**src/rtl/entrada_step_ctrl.sv**
```systemverilog
// -----------------------------------------------------------------------------
// entrada_step_ctrl
// Execution sequencer between the board clock and the processor core. All
// logic runs on Clock. Instead of gating a slow system clock, the core sees a
// one-cycle Step_Enable pulse. The core is stalled while an input instruction
// waits. The push-button is synchronised and debounced. The switch value is
// latched on a confirmed press, and exactly one step is released per
// press/release cycle.
//
// Ports
//   Clock             board clock, rising-edge
//   Reset_n           synchronous reset, active-low
//   Esperar_Entrada   current instruction needs an input value
//   Confirma_Entrada  raw push-button (async, bouncy, active-high)
//   Entrada_lida      raw switches (async)
//   Step_Enable       one-cycle step pulse for PC / regfile / memories
//   Entrada_valida    switch value latched at confirm
//   LED_Wait          high while stalled waiting for input
//   Estado            FSM state: 0 RUN, 1 WAIT_PRESS, 2 WAIT_RELEASE, 3 COMMIT
// -----------------------------------------------------------------------------
module entrada_step_ctrl #(
  parameter int unsigned DIV_COUNT       = 25_000_000,
  parameter int unsigned DEBOUNCE_CYCLES = 500_000,
  parameter int unsigned DATA_W          = 16
) (
  input  logic              Clock,
  input  logic              Reset_n,
  input  logic              Esperar_Entrada,
  input  logic              Confirma_Entrada,
  input  logic [DATA_W-1:0] Entrada_lida,
  output logic              Step_Enable,
  output logic [DATA_W-1:0] Entrada_valida,
  output logic              LED_Wait,
  output logic [1:0]        Estado
);

  localparam int unsigned TICK_W = (DIV_COUNT > 1) ? $clog2(DIV_COUNT) : 1;
  localparam int unsigned DB_W   = (DEBOUNCE_CYCLES > 1) ? $clog2(DEBOUNCE_CYCLES + 1) : 1;

  localparam logic [TICK_W-1:0] TICK_LAST = TICK_W'(DIV_COUNT - 1);
  localparam logic [DB_W-1:0]   DB_LAST   = DB_W'(DEBOUNCE_CYCLES - 1);

  typedef enum logic [1:0] {
    RUN          = 2'd0,
    WAIT_PRESS   = 2'd1,
    WAIT_RELEASE = 2'd2,
    COMMIT       = 2'd3
  } state_t;

  state_t              state;
  logic [TICK_W-1:0]   tick;

  logic                btn_meta;
  logic                btn_sync;
  logic                btn_deb;
  logic                btn_deb_prev;
  logic [DB_W-1:0]     db_cnt;
  logic [DATA_W-1:0]   data_meta;
  logic [DATA_W-1:0]   data_sync;
  logic                press;

  // Button and switch synchronisers plus button debouncer.
  // The debounced value follows the synced value only after they have
  // disagreed for DEBOUNCE_CYCLES consecutive cycles. Any agreement
  // restarts the count, so bounces never accumulate.
  always_ff @(posedge Clock) begin
    if (!Reset_n) begin
      btn_meta     <= 1'b0;
      btn_sync     <= 1'b0;
      btn_deb      <= 1'b0;
      btn_deb_prev <= 1'b0;
      db_cnt       <= '0;
      data_meta    <= '0;
      data_sync    <= '0;
    end else begin
      btn_meta     <= Confirma_Entrada;
      btn_sync     <= btn_meta;
      btn_deb_prev <= btn_deb;
      data_meta    <= Entrada_lida;
      data_sync    <= data_meta;
      if (btn_sync == btn_deb) begin
        db_cnt <= '0;
      end else if (db_cnt == DB_LAST) begin
        btn_deb <= btn_sync;
        db_cnt  <= '0;
      end else begin
        db_cnt <= db_cnt + DB_W'(1);
      end
    end
  end

  // A press is a rising edge of the debounced button. If the button is
  // already held when WAIT_PRESS is entered, there is no edge, so the
  // user must release the button and press it again.
  assign press = btn_deb & ~btn_deb_prev;

  // Sequencer FSM with registered outputs.
  // Step_Enable defaults low, so every pulse lasts exactly one cycle.
  always_ff @(posedge Clock) begin
    if (!Reset_n) begin
      state          <= RUN;
      tick           <= '0;
      Step_Enable    <= 1'b0;
      Entrada_valida <= '0;
      LED_Wait       <= 1'b0;
    end else begin
      Step_Enable <= 1'b0;
      case (state)
        RUN: begin
          LED_Wait <= 1'b0;
          if (tick == TICK_LAST) begin
            tick <= '0;
            if (Esperar_Entrada) begin
              // Stall: the step for this tick is held back until confirm.
              state    <= WAIT_PRESS;
              LED_Wait <= 1'b1;
            end else begin
              Step_Enable <= 1'b1;
            end
          end else begin
            tick <= tick + TICK_W'(1);
          end
        end

        WAIT_PRESS: begin
          tick <= '0;
          if (!Esperar_Entrada) begin
            // Control unit withdrew the request: resume without a step.
            state    <= RUN;
            LED_Wait <= 1'b0;
          end else if (press) begin
            Entrada_valida <= data_sync;
            state          <= WAIT_RELEASE;
            LED_Wait       <= 1'b1;
          end else begin
            LED_Wait <= 1'b1;
          end
        end

        WAIT_RELEASE: begin
          tick <= '0;
          if (!btn_deb) begin
            // Step_Enable is raised together with the move into COMMIT,
            // so the pulse coincides with Estado == COMMIT.
            state       <= COMMIT;
            Step_Enable <= 1'b1;
            LED_Wait    <= 1'b0;
          end else begin
            LED_Wait <= 1'b1;
          end
        end

        COMMIT: begin
          state    <= RUN;
          tick     <= '0;
          LED_Wait <= 1'b0;
        end

        default: begin
          state    <= RUN;
          tick     <= '0;
          LED_Wait <= 1'b0;
        end
      endcase
    end
  end

  assign Estado = state;

endmodule

```
**config.mk**
```make
export PLATFORM = sky130hd
export DESIGN_NAME = entrada_step_ctrl
export DESIGN_NICKNAME = d
export VERILOG_FILES = /design/src/rtl/entrada_step_ctrl.sv
export SDC_FILE = /design/constraint.sdc
export NUM_CORES = 1
export LEC_CHECK = 0
export CORE_UTILIZATION = 55
export CTS_CLUSTER_SIZE = 24
export DETAILED_ROUTE_END_ITERATION = 8
export GPL_TIMING_DRIVEN = 0
export PLACE_DENSITY = 0.78
export SKIP_LAST_GASP = 1
export SLEW_MARGIN = 5
export SYNTH_ARGS = -nofsm -noshare
export SYNTH_HDL_FRONTEND = slang
export SYNTH_SLANG_ARGS = --single-unit
```
**constraint.sdc**
```tcl
create_clock -name Clock -period 2.1 [get_ports Clock]
set_input_delay 0.42 -clock Clock [delete_from_list [all_inputs] [get_ports Clock]]
set_output_delay 0.42 -clock Clock [all_outputs]
set_load 0.01 [all_outputs]
```
==> results.md, run 1 <==
- Outcome: complete, but fails checks
- Failing checks: DRC
- Main area contributors after synthesis: dfxtp_1 (53%), and2_1 (6.1%), nor2_1 (5.6%)
- Synth Area per Inst: around 9.2 sq um
- Peak VDD IR: 0.4836 mV
- Final Hold Fails: 0
- Synth top cells by count: dfxtp_1 (100), nor2_1 (56), nand2_1 (55), and2_1 (37), xor2_1 (24)
- Die area: between 7000 and 8000 sq um
- Total number of vias: around 2800
- Pins Over Slew Limit: 0
- Initial Utilization: approximately 58%
- Clock latency on the worst-skew pair: 360 ps
- Sequential area share after synthesis: a little over half
- Mux cell area share after synthesis: less than 1%
- Clock-pin slew on the worst setup and hold paths: about 100 ps
- Number of global-route vias before repair: around 2700
- Crit. End Element: register
- Final wirelength: 6619 microns
- Clock skew: between 10 and 15 ps
- # clock sinks: 100
- Setup TNS: 0 ps
- Net Count, Synth: 434
- FP Rows: 29
- Setup Crit Path Kind: register to register
- Vias per inst: just over 5
- GR Overflow Total: 0
- Seq cells post-synth: 100
- Ant diodes: 0
- Tmin final: 1880 ps
- DRC viols: 2
- Crit start category: register
- Largest net degree at the start of global routing: 20
- Die H: approximately 85 microns
- XOR/XNOR Fraction of Synth Area: about a tenth
- Leakage: 1.588 nW
- Most common cell in the netlist: dfxtp_1
- Rel. slew slack: between 60 and 70%
- # nets final: a little under 500
- Cells after Synth: approximately 410
- Hold_ws: about 440 ps
- Core area: 6495 sq um
- Total GRT Usage: between 10% and 20%
- Crit path arrival time: between 2000 and 2500 ps
- Mapped cell area: between 3000 and 4000 sq um
- Area leader, netlist: dfxtp_1
- Max H-tree Level: 3
- Power per cell area: just over 700 nW/um^2
- Final setup viols: 0
- Max Clk Rate: 531.8 MHz
- Dominant synthesized flop cell: dfxtp_1
- Number of detailed-route iterations in the first pass: 6
- CTS tree: yes
- Area share of fa/ha/maj cells after synthesis: under 10%
- Antenna violations before repair: 0
- Detailed Place HPWL: 4765 microns
- CTS Hold Bufs: 0
- Worst EP required: about 2400 ps
- Placed insts: between 500 and 600
- Fin crit share: 89.54%
- Max Cap Viol: 0
- Post-Layout Cell Count: between 500 and 600
- Hold Crit Class: register to register
- Post-CTS Setup Bufs: 0
- Number of port buffers: 38
- Clk root buf: clkbuf_8
- RSZ-0062 raised after global routing: no
- WL per Instance: approximately 12 microns
- DR iter-0 viols: between 80 and 90
- First-pass GRT wire length: ~11000 microns
- Fillers: between 500 and 600
- Synth cell types: 40
- Synth warn: 0
- Chip Width: 84.78 microns
- Final Instance Area: ~4400 sq um
- Worst-path maximum fanout: 10
- Worst-Margin Slew: approximately 500 ps
- CTS Buffer Depth: 2
- Post-synth EDFFs: 0
- Post-synth top area share: 53.12%
- I/O pin cnt: 40
- Share of cells above drive strength 1: between 6 and 7%
- TritonCTS Buffers: 9
- Share of flip-flops with an asynchronous set or reset: 0%
- Simple-gate share of the synthesized area: approximately 29%
- DRT antenna net count: 0
- Largest family of logic cells by synthesized area: simple AND/OR/NAND/NOR gates
- Compound-Gate Fraction of Synth Area: roughly 3.4%
- Area Overhead vs Synth: 18.03%
- Gpl congestion: around 0.82
- Post-placement cell area: 4245 sq um
## metal layers
metal	up-vias	GRT usage, %	share of wire, %
li1	1431	-	-
met3	7	6.391	4.4
met4	0	5.701	1.2
met1	1277	23.94	47
met2	55	34.52	48
met5	-	0	0
## cell type report
type	instances	area [sq um]	area share (%)
Sequential cell	100	2002	45.01
Multi-Input combinational cell	286	1677	37.69
Timing Repair Buffer	38	380.4	8.551
Clock buffer	9	123.9	2.785
Tap cell	77	96.34	2.166
Buffer	14	71.32	1.603
Clock inverter	7	67.56	1.519
Inverter	8	30.03	0.6751
## sequential cells by signal, summed over array words and instances, names as in the netlist, named ones only
register,count
tick,25
db_cnt,19
Entrada_valida,16
data_meta,16
data_sync,16
Estado,1
LED_Wait,1
Step_Enable,1
btn_deb,1
btn_deb_prev,1
btn_meta,1
btn_sync,1
## critical path: stages (launching register included)
cell      delay [ps]
dfxtp_1          430
nor4bb_1         330
nand2_1          100
nor3_1           270
or2_2            160
buf_2            180
buf_2            240
nor2_1            70
## worst paths after layout
kind | from | to | slack (ps) | depth (start not counted)
worst min-delay path | data_meta[2] | data_sync[2] | 440 | 1
worst max-delay path | db_cnt[8] | db_cnt[10] | 220 | 7
worst min register to register | data_meta[2] | data_sync[2] | 440 | 1
worst max register to register | db_cnt[8] | db_cnt[10] | 220 | 7
## cell usage in the layout (no fill, tap or decap), types with 2 or more instances in the layout
cell type,netlist,routed
dfxtp_1,100,100
nand2_1,55,55
nor2_1,56,55
clkdlybuf4s50_1,0,38
and2_1,37,37
xor2_1,24,24
nand3_1,21,21
xnor2_1,17,17
a21oi_1,16,16
nor3_1,10,10
nand4_1,9,9
clkbuf_8,0,9
clkbuf_1,8,8
inv_1,7,7
and3_1,6,6
ha_1,6,6
buf_2,3,3
and4_1,3,3
inv_6,0,3
nor2b_1,2,2
nor4_1,2,2
or2_2,2,2
buf_6,2,2
nor4_4,1,2
mux2i_1,2,2
## report_power, final
group | internal (mW) | switching [mW] | leakage, nW
Combinational | 0.0579 | 0.0446 | 0.675
Clock | 0.462 | 0.700 | 0.0993
Sequential | 1.93 | 0.0123 | 0.813
## metrics by stage
stage / power [mW] / util (%) / setup slack (ps)
2_1_floorplan: 2.039 / - / 483.7
3_3_place_gp: 2.086 / 65.36 / 103.0
3_5_place_dp: 2.091 / 65.36 / 52.00
4_1_cts: 3.231 / 68.31 / 176.4
5_1_grt: 3.320 / 68.48 / 24.19
6_report: 3.208 / 68.48 / 219.7
## cell families (layout without fill, tap and decap cells)
family / Yosys count / count (layout)
multiplexers: 2 / 2
AND/OR/NAND/NOR: 214 / 214
flip-flops: 100 / 100
buffers and inverters: 22 / 76
XOR/XNOR: 41 / 41
adder cells (fa/ha/maj): 6 / 6
AO/OA/AOI/OAI: 23 / 23
## what timing repair did
item / 4_1_cts / 5_1_grt
hold endpoints to repair: 0 / 0
resized for setup: 0 / 2
endpoints found under the setup margin: 0 / 4
Note: power is estimated with default switching activity, not from simulation.
==> run 2: changes to the inputs <==
Settings changed: DONT_BUFFER_PORTS from default to 1, HOLD_SLACK_MARGIN from default to 0.03, PLACE_DENSITY 0.78 to 0.7.
==> results.md, run 2 (synthesis gave the netlist of run 1 again) <==
- Outcome: complete, but fails checks
- Failing checks: DRC
- Total GRT Usage: 19.65% (-0.34 points)
- Final setup viols: 0 (unchanged)
- Clock-pin slew on the worst setup and hold paths: 100 ps (about the same)
- Area Overhead vs Synth: 8.234%
- Gpl congestion: 0.8590 (+5.1%)
- Power per cell area: 807.1 nW/um^2 (+12%)
- DRC viols: 3 (+1)
- Hold Crit Class: input port to register
- Antenna violations before repair: 0 (unchanged)
- Max Cap Viol: 0 (unchanged)
- DRT antenna net count: 0 (unchanged)
- TritonCTS Buffers: 9 (unchanged)
- Worst EP required: 2360 ps (about the same)
- Post-Layout Cell Count: 501 (-7.1%)
- I/O pin cnt: 40 (unchanged)
- RSZ-0062 raised after global routing: no
- WL per Instance: 12.81 microns (+4.3%)
- Vias per inst: 5.232 (+1.8%)
- Setup Crit Path Kind: register to register
- Final wirelength: 6417 microns (-3.1%)
- Crit start category: register
- CTS Buffer Depth: 2 (unchanged)
- Share of cells above drive strength 1: 6.604% (+0.33 points)
- Largest register by flop count: tick
- Peak VDD IR: 0.5090 mV (+5.3%)
- R2R depth: 6 (-1)
- Ant diodes: 0 (unchanged)
- Buffers & Inverters on Critical Path: 0 (-2)
- DR iter-0 viols: 85 (+2.4%)
- CP max-delay cell: nor4_2
- Die H: 84.78 microns (unchanged)
- # resized after CTS: 0 (unchanged)
- Crit-path cells: ha_1, nand3_1, nor4_2, nand4_1, xor2_1, nor2_1
- # nets final: 445 (-7.9%)
- Reg-to-reg slack, setup: 170 ps (-50 ps)
- Final Core Density: 62.80% (-5.7 points)
- RR Startpoint: tick[0]
- Clock skew: 13.74 ps (+2.902 ps)
- Placed insts: 485 (-7.3%)
- Hold_sp: Entrada_lida[8]
- Reg-to-Reg End: tick[24]
- Hold path endpoint: data_meta[8]
- Number of port buffers: 0 (-100%)
- Largest registers: tick x25, db_cnt x19
- Leakage: 1.444 nW (-9.1%)
- Fin crit share: 91.81% (+2.3 points)
- Final Hold Fails: 0 (unchanged)
- Detailed Place HPWL: 4598 microns (-3.5%)
- Post-CTS Setup Bufs: 0 (unchanged)
- Pre-CTS WS: 184.5 ps (+132.5 ps)
- Initial Utilization: 58.02% (unchanged)
- CTS Hold Bufs: 0 (unchanged)
- Final worst slack: 171.9 ps (-47.82 ps)
- Rel. slew slack: 64.35% (-3.3 points)
- FP Rows: 29 (unchanged)
- Clock latency on the worst-skew pair: 360 ps (about the same)
- Worst-path maximum fanout: 6 (-4)
- Crit. End Element: register
- Total number of vias: 2621 (-5.4%)
- Number of detailed-route iterations in the first pass: 6 (unchanged)
- Max Clk Rate: 518.6 MHz (-2.5%)
- Setup TNS: 0 ps (unchanged)
- Most frequent cells in the layout: dfxtp_1 (100), nor2_1 (56), nand2_1 (55)
- Pins Over Slew Limit: 0 (unchanged)
- Tmin final: 1928 ps (+47.82 ps)
- Crit path arrival time: 2190 ps (+60 ps)
- GR Overflow Total: 0 (unchanged)
- Max H-tree Level: 3 (unchanged)
- # clock sinks: 100 (unchanged)
- Largest net degree at the start of global routing: 19 (-5.0%)
- Clk root buf: clkbuf_8
- Die area: 7187 sq um (unchanged)
- Number of global-route vias before repair: 2515 (-5.3%)
- Core area: 6495 sq um (unchanged)
- Largest register FFs: 25 (unchanged)
- First-pass GRT wire length: 11170 microns (-2.5%)
- Worst-Margin Slew: 530.4 ps (+44.80 ps)
- Pwr Total: 3.292 mW (+2.6%)
- CTS tree: yes
- Crit-path max cell delay: 600 ps (+170 ps)
- Commonest non-fill, non-tap cell in the layout: dfxtp_1
- Family with the most delay on the worst path: simple AND/OR/NAND/NOR gates
- Hold depth: 1 (unchanged)
- Chip Width: 84.78 microns (unchanged)
[run 2: worst max-delay path by stage]
stage / startpoint / cells past startpoint / to / slack [ps]
3_3_place_gp: tick[0] / 6 / tick[24] / 210
5_1_grt: tick[0] / 6 / tick[24] / 1
4_1_cts: tick[0] / 6 / tick[22] / 160
3_5_place_dp: tick[0] / 6 / tick[24] / 180
2_1_floorplan: tick[10] / 6 / tick[14] / 480
6_report: tick[0] / 6 / tick[24] / 170
[run 2: power by group]
group / switching (mW) / total [mW] / internal [mW]
combinational: 0.0391 / 0.0683 / 0.0292
sequential: 0.0115 / 1.94 / 1.93
clock: 0.675 / 1.28 / 0.606
total: 0.726 / 3.29 / 2.57
[run 2: final cells by class]
cell class | count | area (sq um)
fillers | 569 | 2416
clock inverters | 6 | 76.32
multi-input cells | 286 | 1665
flip-flops and latches | 100 | 2002
inverters | 8 | 30.03
well taps | 77 | 96.34
clock buffers | 10 | 137.6
plain buffers | 14 | 71.32
[run 2: routing by layer]
layer / track usage [%] / vias up / wire length (microns)
met5: 0 / - / 0
met4: 7.858 / 0 / 110
met3: 5.015 / 12 / 255
met2: 33.92 / 46 / 3112
met1: 23.39 / 1210 / 2938
li1: - / 1353 / -
[run 2: worst register-to-register path, delay by kind of cell, from the launching register on]
family        cells  cell delay [ps]
xor+xnor          1              160
fa+ha+maj         1              200
flops             1              380
simple gates      4             1090
[run 2: stage by stage]
step                cell area, sq um  hold slack (ps)
floorplan                       3769            411.9
global placement                3865            414.5
detailed placement              3865            418.7
CTS                             4079            155.9
global route                    4079            155.1
finish                          4079            170.7
